**src/rtl/ctrl_pkg.sv**
```systemverilog
// Shared encodings for the multi-cycle RV32I controller: FSM states, ALU ops,
// opcodes, operand-mux selects and the branch-condition helper.
package ctrl_pkg;

  typedef enum logic [3:0] {
    S_IDLE,
    S_FETCH,
    S_DECODE,
    S_EXEC_R,
    S_EXEC_I,
    S_LUI,
    S_AUIPC,
    S_MEM_ADDR,
    S_MEM_RD,
    S_MEM_WB,
    S_MEM_WR,
    S_BRANCH,
    S_JAL,
    S_ALU_WB,
    S_TRAP
  } state_e;

  typedef enum logic [3:0] {
    ALU_ADD  = 4'd0,
    ALU_SUB  = 4'd1,
    ALU_SLL  = 4'd2,
    ALU_SLT  = 4'd3,
    ALU_SLTU = 4'd4,
    ALU_XOR  = 4'd5,
    ALU_SRL  = 4'd6,
    ALU_SRA  = 4'd7,
    ALU_OR   = 4'd8,
    ALU_AND  = 4'd9
  } alu_op_e;

  localparam logic [6:0] OPC_OP     = 7'b0110011;
  localparam logic [6:0] OPC_OP_IMM = 7'b0010011;
  localparam logic [6:0] OPC_LOAD   = 7'b0000011;
  localparam logic [6:0] OPC_STORE  = 7'b0100011;
  localparam logic [6:0] OPC_BRANCH = 7'b1100011;
  localparam logic [6:0] OPC_JAL    = 7'b1101111;
  localparam logic [6:0] OPC_LUI    = 7'b0110111;
  localparam logic [6:0] OPC_AUIPC  = 7'b0010111;

  localparam logic [1:0] SRC_A_PC    = 2'd0;
  localparam logic [1:0] SRC_A_OLDPC = 2'd1;
  localparam logic [1:0] SRC_A_RS1   = 2'd2;
  localparam logic [1:0] SRC_A_ZERO  = 2'd3;

  localparam logic [1:0] SRC_B_RS2    = 2'd0;
  localparam logic [1:0] SRC_B_IMM    = 2'd1;
  localparam logic [1:0] SRC_B_CONST4 = 2'd2;

  // funct3 010/011 are reserved branch encodings; they fall through as not taken.
  function automatic logic branch_taken(input logic [2:0] funct3,
                                        input logic       zero,
                                        input logic       lt,
                                        input logic       ltu);
    logic taken;
    taken = 1'b0;
    case (funct3)
      3'b000:  taken = zero;
      3'b001:  taken = !zero;
      3'b100:  taken = lt;
      3'b101:  taken = !lt;
      3'b110:  taken = ltu;
      3'b111:  taken = !ltu;
      default: taken = 1'b0;
    endcase
    return taken;
  endfunction

endpackage

```
**src/rtl/alu_op_decoder.sv**
```systemverilog
// Combinational funct3/funct7_5 to ALU-operation map shared by the R-type
// and I-type execute states.
module alu_op_decoder
  import ctrl_pkg::*;
(
  input  logic [2:0] funct3,
  input  logic       funct7_5,
  input  logic       is_reg,
  output logic [3:0] alu_op
);

  // For immediates funct7_5 is part of the immediate except on shifts, so only
  // SRAI honours it; ADDI never turns into a subtract.
  always_comb begin
    alu_op = ALU_ADD;
    case (funct3)
      3'b000:  alu_op = (is_reg && funct7_5) ? ALU_SUB : ALU_ADD;
      3'b001:  alu_op = ALU_SLL;
      3'b010:  alu_op = ALU_SLT;
      3'b011:  alu_op = ALU_SLTU;
      3'b100:  alu_op = ALU_XOR;
      3'b101:  alu_op = funct7_5 ? ALU_SRA : ALU_SRL;
      3'b110:  alu_op = ALU_OR;
      3'b111:  alu_op = ALU_AND;
      default: alu_op = ALU_ADD;
    endcase
  end

endmodule

```
**src/rtl/multicycle_ctrl.sv**
```systemverilog
// Moore-style sequencing FSM for the multi-cycle RV32I datapath.
// Optional performance counters are enabled with MULTICYCLE_CTRL_PERF_EN.
module multicycle_ctrl
  import ctrl_pkg::*;
(
  input  logic        clk,
  input  logic        rst,
  input  logic [6:0]  opcode,
  input  logic [2:0]  funct3,
  input  logic        funct7_5,
  input  logic        alu_zero,
  input  logic        alu_lt,
  input  logic        alu_ltu,
  input  logic        mem_ready,
  output logic [1:0]  alu_src_a,
  output logic [1:0]  alu_src_b,
  output logic [3:0]  alu_op,
  output logic        ir_write,
  output logic        pc_write,
  output logic        mem_read,
  output logic        mem_write,
  output logic        reg_write,
  output logic        pc_src,
  output logic        mem_addr_sel,
  output logic        wb_sel,
  output logic        illegal
`ifdef MULTICYCLE_CTRL_PERF_EN
  ,
  output logic [31:0] cycle_cnt,
  output logic [31:0] instret_cnt
`endif
);

  state_e     state_q;
  state_e     state_d;
  logic       is_reg;
  logic [3:0] dec_alu_op;

  assign is_reg = (state_q == S_EXEC_R);

  alu_op_decoder u_alu_op_decoder (
    .funct3   (funct3),
    .funct7_5 (funct7_5),
    .is_reg   (is_reg),
    .alu_op   (dec_alu_op)
  );

  always_ff @(posedge clk or posedge rst) begin
    if (rst) begin
      state_q <= S_IDLE;
    end else begin
      state_q <= state_d;
    end
  end

  always_comb begin
    state_d      = state_q;
    alu_src_a    = SRC_A_PC;
    alu_src_b    = SRC_B_RS2;
    alu_op       = ALU_ADD;
    ir_write     = 1'b0;
    pc_write     = 1'b0;
    mem_read     = 1'b0;
    mem_write    = 1'b0;
    reg_write    = 1'b0;
    pc_src       = 1'b0;
    mem_addr_sel = 1'b0;
    wb_sel       = 1'b0;
    illegal      = 1'b0;

    case (state_q)
      S_IDLE: begin
        state_d = S_FETCH;
      end

      // PC+4 is written back in the same cycle the instruction word lands in IR.
      S_FETCH: begin
        mem_read  = 1'b1;
        alu_src_a = SRC_A_PC;
        alu_src_b = SRC_B_CONST4;
        if (mem_ready) begin
          ir_write = 1'b1;
          pc_write = 1'b1;
          state_d  = S_DECODE;
        end
      end

      S_DECODE: begin
        alu_src_a = SRC_A_OLDPC;
        alu_src_b = SRC_B_IMM;
        case (opcode)
          OPC_OP:     state_d = S_EXEC_R;
          OPC_OP_IMM: state_d = S_EXEC_I;
          OPC_LOAD:   state_d = S_MEM_ADDR;
          OPC_STORE:  state_d = S_MEM_ADDR;
          OPC_BRANCH: state_d = S_BRANCH;
          OPC_JAL:    state_d = S_JAL;
          OPC_LUI:    state_d = S_LUI;
          OPC_AUIPC:  state_d = S_AUIPC;
          default:    state_d = S_TRAP;
        endcase
      end

      S_EXEC_R: begin
        alu_src_a = SRC_A_RS1;
        alu_src_b = SRC_B_RS2;
        alu_op    = dec_alu_op;
        state_d   = S_ALU_WB;
      end

      S_EXEC_I: begin
        alu_src_a = SRC_A_RS1;
        alu_src_b = SRC_B_IMM;
        alu_op    = dec_alu_op;
        state_d   = S_ALU_WB;
      end

      S_LUI: begin
        alu_src_a = SRC_A_ZERO;
        alu_src_b = SRC_B_IMM;
        state_d   = S_ALU_WB;
      end

      S_AUIPC: begin
        alu_src_a = SRC_A_OLDPC;
        alu_src_b = SRC_B_IMM;
        state_d   = S_ALU_WB;
      end

      S_MEM_ADDR: begin
        alu_src_a = SRC_A_RS1;
        alu_src_b = SRC_B_IMM;
        state_d   = (opcode == OPC_LOAD) ? S_MEM_RD : S_MEM_WR;
      end

      S_MEM_RD: begin
        mem_read     = 1'b1;
        mem_addr_sel = 1'b1;
        if (mem_ready) begin
          state_d = S_MEM_WB;
        end
      end

      S_MEM_WB: begin
        reg_write = 1'b1;
        wb_sel    = 1'b1;
        state_d   = S_FETCH;
      end

      S_MEM_WR: begin
        mem_write    = 1'b1;
        mem_addr_sel = 1'b1;
        if (mem_ready) begin
          state_d = S_FETCH;
        end
      end

      // Target was latched in ALUOUT during DECODE; the ALU now only compares.
      S_BRANCH: begin
        alu_src_a = SRC_A_RS1;
        alu_src_b = SRC_B_RS2;
        alu_op    = ALU_SUB;
        pc_src    = 1'b1;
        pc_write  = branch_taken(funct3, alu_zero, alu_lt, alu_ltu);
        state_d   = S_FETCH;
      end

      // Link value (OLDPC+4) is computed while the jump target comes from ALUOUT.
      S_JAL: begin
        alu_src_a = SRC_A_OLDPC;
        alu_src_b = SRC_B_CONST4;
        pc_src    = 1'b1;
        pc_write  = 1'b1;
        state_d   = S_ALU_WB;
      end

      S_ALU_WB: begin
        reg_write = 1'b1;
        state_d   = S_FETCH;
      end

      S_TRAP: begin
        illegal = 1'b1;
      end

      default: begin
        state_d = S_IDLE;
      end
    endcase
  end

`ifdef MULTICYCLE_CTRL_PERF_EN
  logic [31:0] cycle_cnt_q;
  logic [31:0] cycle_cnt_d;
  logic [31:0] instret_cnt_q;
  logic [31:0] instret_cnt_d;

  // An instruction retires when control returns to FETCH from any working state.
  always_comb begin
    cycle_cnt_d   = cycle_cnt_q;
    instret_cnt_d = instret_cnt_q;
    if (state_q != S_IDLE && state_q != S_TRAP) begin
      cycle_cnt_d = cycle_cnt_q + 32'd1;
    end
    if (state_d == S_FETCH && state_q != S_FETCH && state_q != S_IDLE) begin
      instret_cnt_d = instret_cnt_q + 32'd1;
    end
  end

  always_ff @(posedge clk or posedge rst) begin
    if (rst) begin
      cycle_cnt_q   <= 32'd0;
      instret_cnt_q <= 32'd0;
    end else begin
      cycle_cnt_q   <= cycle_cnt_d;
      instret_cnt_q <= instret_cnt_d;
    end
  end

  assign cycle_cnt   = cycle_cnt_q;
  assign instret_cnt = instret_cnt_q;
`endif

endmodule

```
**config.mk**
```make
export PLATFORM = sky130hd
export DESIGN_NAME = multicycle_ctrl
export DESIGN_NICKNAME = d
export VERILOG_FILES = /design/src/rtl/ctrl_pkg.sv /design/src/rtl/alu_op_decoder.sv /design/src/rtl/multicycle_ctrl.sv
export SDC_FILE = /design/constraint.sdc
export NUM_CORES = 1
export LEC_CHECK = 0
export BUFFER_PORTS_ARGS = -buffer_cell sky130_fd_sc_hd__buf_2
export CAP_MARGIN = 5
export CELL_PAD_IN_SITES_DETAIL_PLACEMENT = 1
export CELL_PAD_IN_SITES_GLOBAL_PLACEMENT = 1
export CORE_MARGIN = 1
export CORE_UTILIZATION = 32
export CTS_BUF_LIST = sky130_fd_sc_hd__clkbuf_8
export DETAILED_ROUTE_END_ITERATION = 16
export PLACE_DENSITY = 0.77
export SLEW_MARGIN = 20
export SYNTH_ARGS = -nofsm -noshare
export SYNTH_HDL_FRONTEND = slang
export SYNTH_HIERARCHICAL = 1
export SYNTH_SLANG_ARGS = --single-unit
```
**constraint.sdc**
```tcl
create_clock -name clk -period 1.7 [get_ports clk]
set_input_delay 0.17 -clock clk [delete_from_list [all_inputs] [get_ports clk]]
set_output_delay 0.17 -clock clk [all_outputs]
set_load 0.02 [all_outputs]
```
==> impl_metrics.toml <==
[synthesis]
yosysMostFrequentCell = "nor2_1"
syn-cell-area_sq_um = 732
synth_enable_flop_cells = 0
synth_top_area_cell = "dfrtp_1"
synth_top_area_share = 0.137
synthArstFlopShare = 1.00
yosys-top-cells-count = "nor2_1 (12), nand2_1 (6), nand3_1 (6)"
yosys-top-cells-area = "dfrtp_1 (14%), nor2_1 (6.2%), xor2_1 (4.8%)"
ys_types = 45
synth_seq_area_share = 0.137
avgSynthCellArea_sq_um = 7.11
synth-main-ff-cell = "dfrtp_1"
synth_nets = 120
yosysWarnings = 6
postSynthCellCount = 103
ys_seq_elements = 4

[route]
via_per_inst = 5.44
wl_per_cell_microns = 13.9
drt_iter0_markers = 7
final_antenna_net_count = 0
drc = 0
drt-pass1-iter-count = 4
postRouteWirelength_microns = 2380
vias = 931

[sta]
min_period_over_period = 0.974
relSlewSlack = 0.763
final-setup-viol-count = 0
finalHoldViolCount = 0
max_freq_mhz = 604
fin_ws_ns = 0.0445
slew_viol_final = 0
setup_tns_ns = 0
fin_skew_ns = 0.000429
tightest_slew_ns = 0.351
fin_crit_ns = 1.66
holdWs_ns = 0.313

[placed_design]
pre_cts_ws_ns = 0.174
hpwl_microns = 1710
place.gp.congestion = 0.799
dp.cells = 162
port_buffers = 33
placed_area_sq_um = 933

[final_layout]
nets = 163
final_core_util = 0.530
reg.largest.list = "state_q: 4 flops"
regMostFlops = "state_q"
syn2layout_area_growth_pct = 49.2
final_area_sq_mm = 0.00109
num_antenna_cells = 0
stdcell_count = 171
largest_reg_flops = 4
layout-drive-gt1-share = 0.438

[setup_path]
cpLargestDelayFamily = "flip-flops"
worstSetupStartpoint = "state_q[2]"
reg2reg_depth = 5
timing.rr.end = "state_q[1]"
crit_path_start_kind = "flop"
r2r_start = "state_q[2]"
worstSetupPathType = "reg2out"
cp-endpoint = "alu_op[0]"
rrSetupSlack_ns = 0.34
crit_slowest_cell = "dfrtp_1"
worst-path-max-fanout = 2
cp_cell_sequence = "nand2b_4 > nor2_4 > a211oi_2 > a221oi_2 > o211ai_1 > nand2_1 > buf_6"
crit_path_end_kind = "output pin"
worst_ep_arrival_time_ns = 1.49
worstPathRequired_ns = 1.53
critPathBufInv = 1
cp.depth = 7
critical-path-max-stage-delay_ns = 0.39

[global_route]
grt_pass1_wl_microns = 3800
grt_max_degree = 22
grt_antenna_before_repair = 0
grt_pass1_vias = 883
track_usage = 0.198
overflow = 0

[die]
die_h_microns = 49.8
fp.dieArea_sq_mm = 0.00248
core-area_sq_mm = 0.00206
pin_count = 34
die_w_microns = 49.8
rows = 16
start_util = 0.355

[hold_path]
hp-class = "in2reg"

[clocking]
clock_sinks = 4
cts_root_buf = "clkbuf_8"
htree_levels = 1
insertion_delay_ns = 0.22
numCtsBuffers = 3
cts_tree = "done"
clk_path_buf_depth = 2
clkTransAtPathRegs_ns = 0.03

[job]
maxCapViolCount = 0

[run_status]
status = "finished clean"

[pwr]
p_leak_nw = 0.518
total_power_mw = 1.67
peakVddDrop_uv = 765
power_density_mw_per_mm2 = 1530
## cells in the final DEF, fill, tap and decap left out, drive strengths merged, types with 5 or more instances in the layout
cell | Yosys | layout
and2 | 6 | 6
buf | 6 | 44
nor2 | 13 | 13
o21ai | 5 | 5
nand3 | 6 | 6
nor2b | 8 | 8
nand2 | 6 | 6
## power breakdown
part | internal [mW] | total [mW] | switching (mW)
sequential | 0.137 | 0.183 | 0.0459
combinational | 0.547 | 1.28 | 0.729
clock | 0.151 | 0.207 | 0.0552
## logic make-up (layout without fill, tap and decap cells)
logic type                Yosys count  in the layout  share of synthesized area
muxes                               3              3                     0.0410
xor gates and xnor gates            5              5                     0.0598
and+or+nand+nor                    55             55                      0.438
DFF                                 4              4                      0.137
buffers and inverters              11             52                     0.0786
AOI/OAI and AO/OA                  25             25                      0.246
## worst register-to-register path, delay by kind of cell, from the launching register on
family	cells	cell delay, ns
compound gates	1	0.19
buf+inv	2	0.31
flops	1	0.39
simple gates	2	0.40
## metal layers
metal / up-vias / global-route usage / wire, microns
met5: - / 0 / 0
met2: 22 / 0.376 / 1270
li1: 452 / - / -
met3: 3 / 0.0154 / 63
met1: 454 / 0.214 / 1010
met4: 0 / 0.100 / 31
## cell type report
class,instances,area [sq um]
fillers,291,970
multi-input cells,88,622
repair buffers,45,279
flip-flops and latches,4,101
clock buffers,3,41.3
well taps,27,33.8
inverters,4,15.0
## timing repair
item | CTS | global route
setup buffers | 1 | 4
hold endpoints to repair | 4 | 0
gates resized for setup | 7 | 10
setup endpoints to repair | 4 | 6
pin swaps | 3 | 3
hold buffers | 1 | 0
## worst min-delay path by stage
| stage | startpoint | endpoint | depth (start not counted) |
|---|---|---|---|
| 6_report | mem_ready | state_q[0] | 3 |
| 5_1_grt | mem_ready | state_q[0] | 3 |
| 3_3_place_gp | rst | state_q[2] | 2 |
| 3_5_place_dp | rst | state_q[2] | 2 |
| 4_1_cts | mem_ready | state_q[0] | 3 |
| 2_1_floorplan | rst | state_q[0] | 1 |
(Power assumes the default switching activity.)
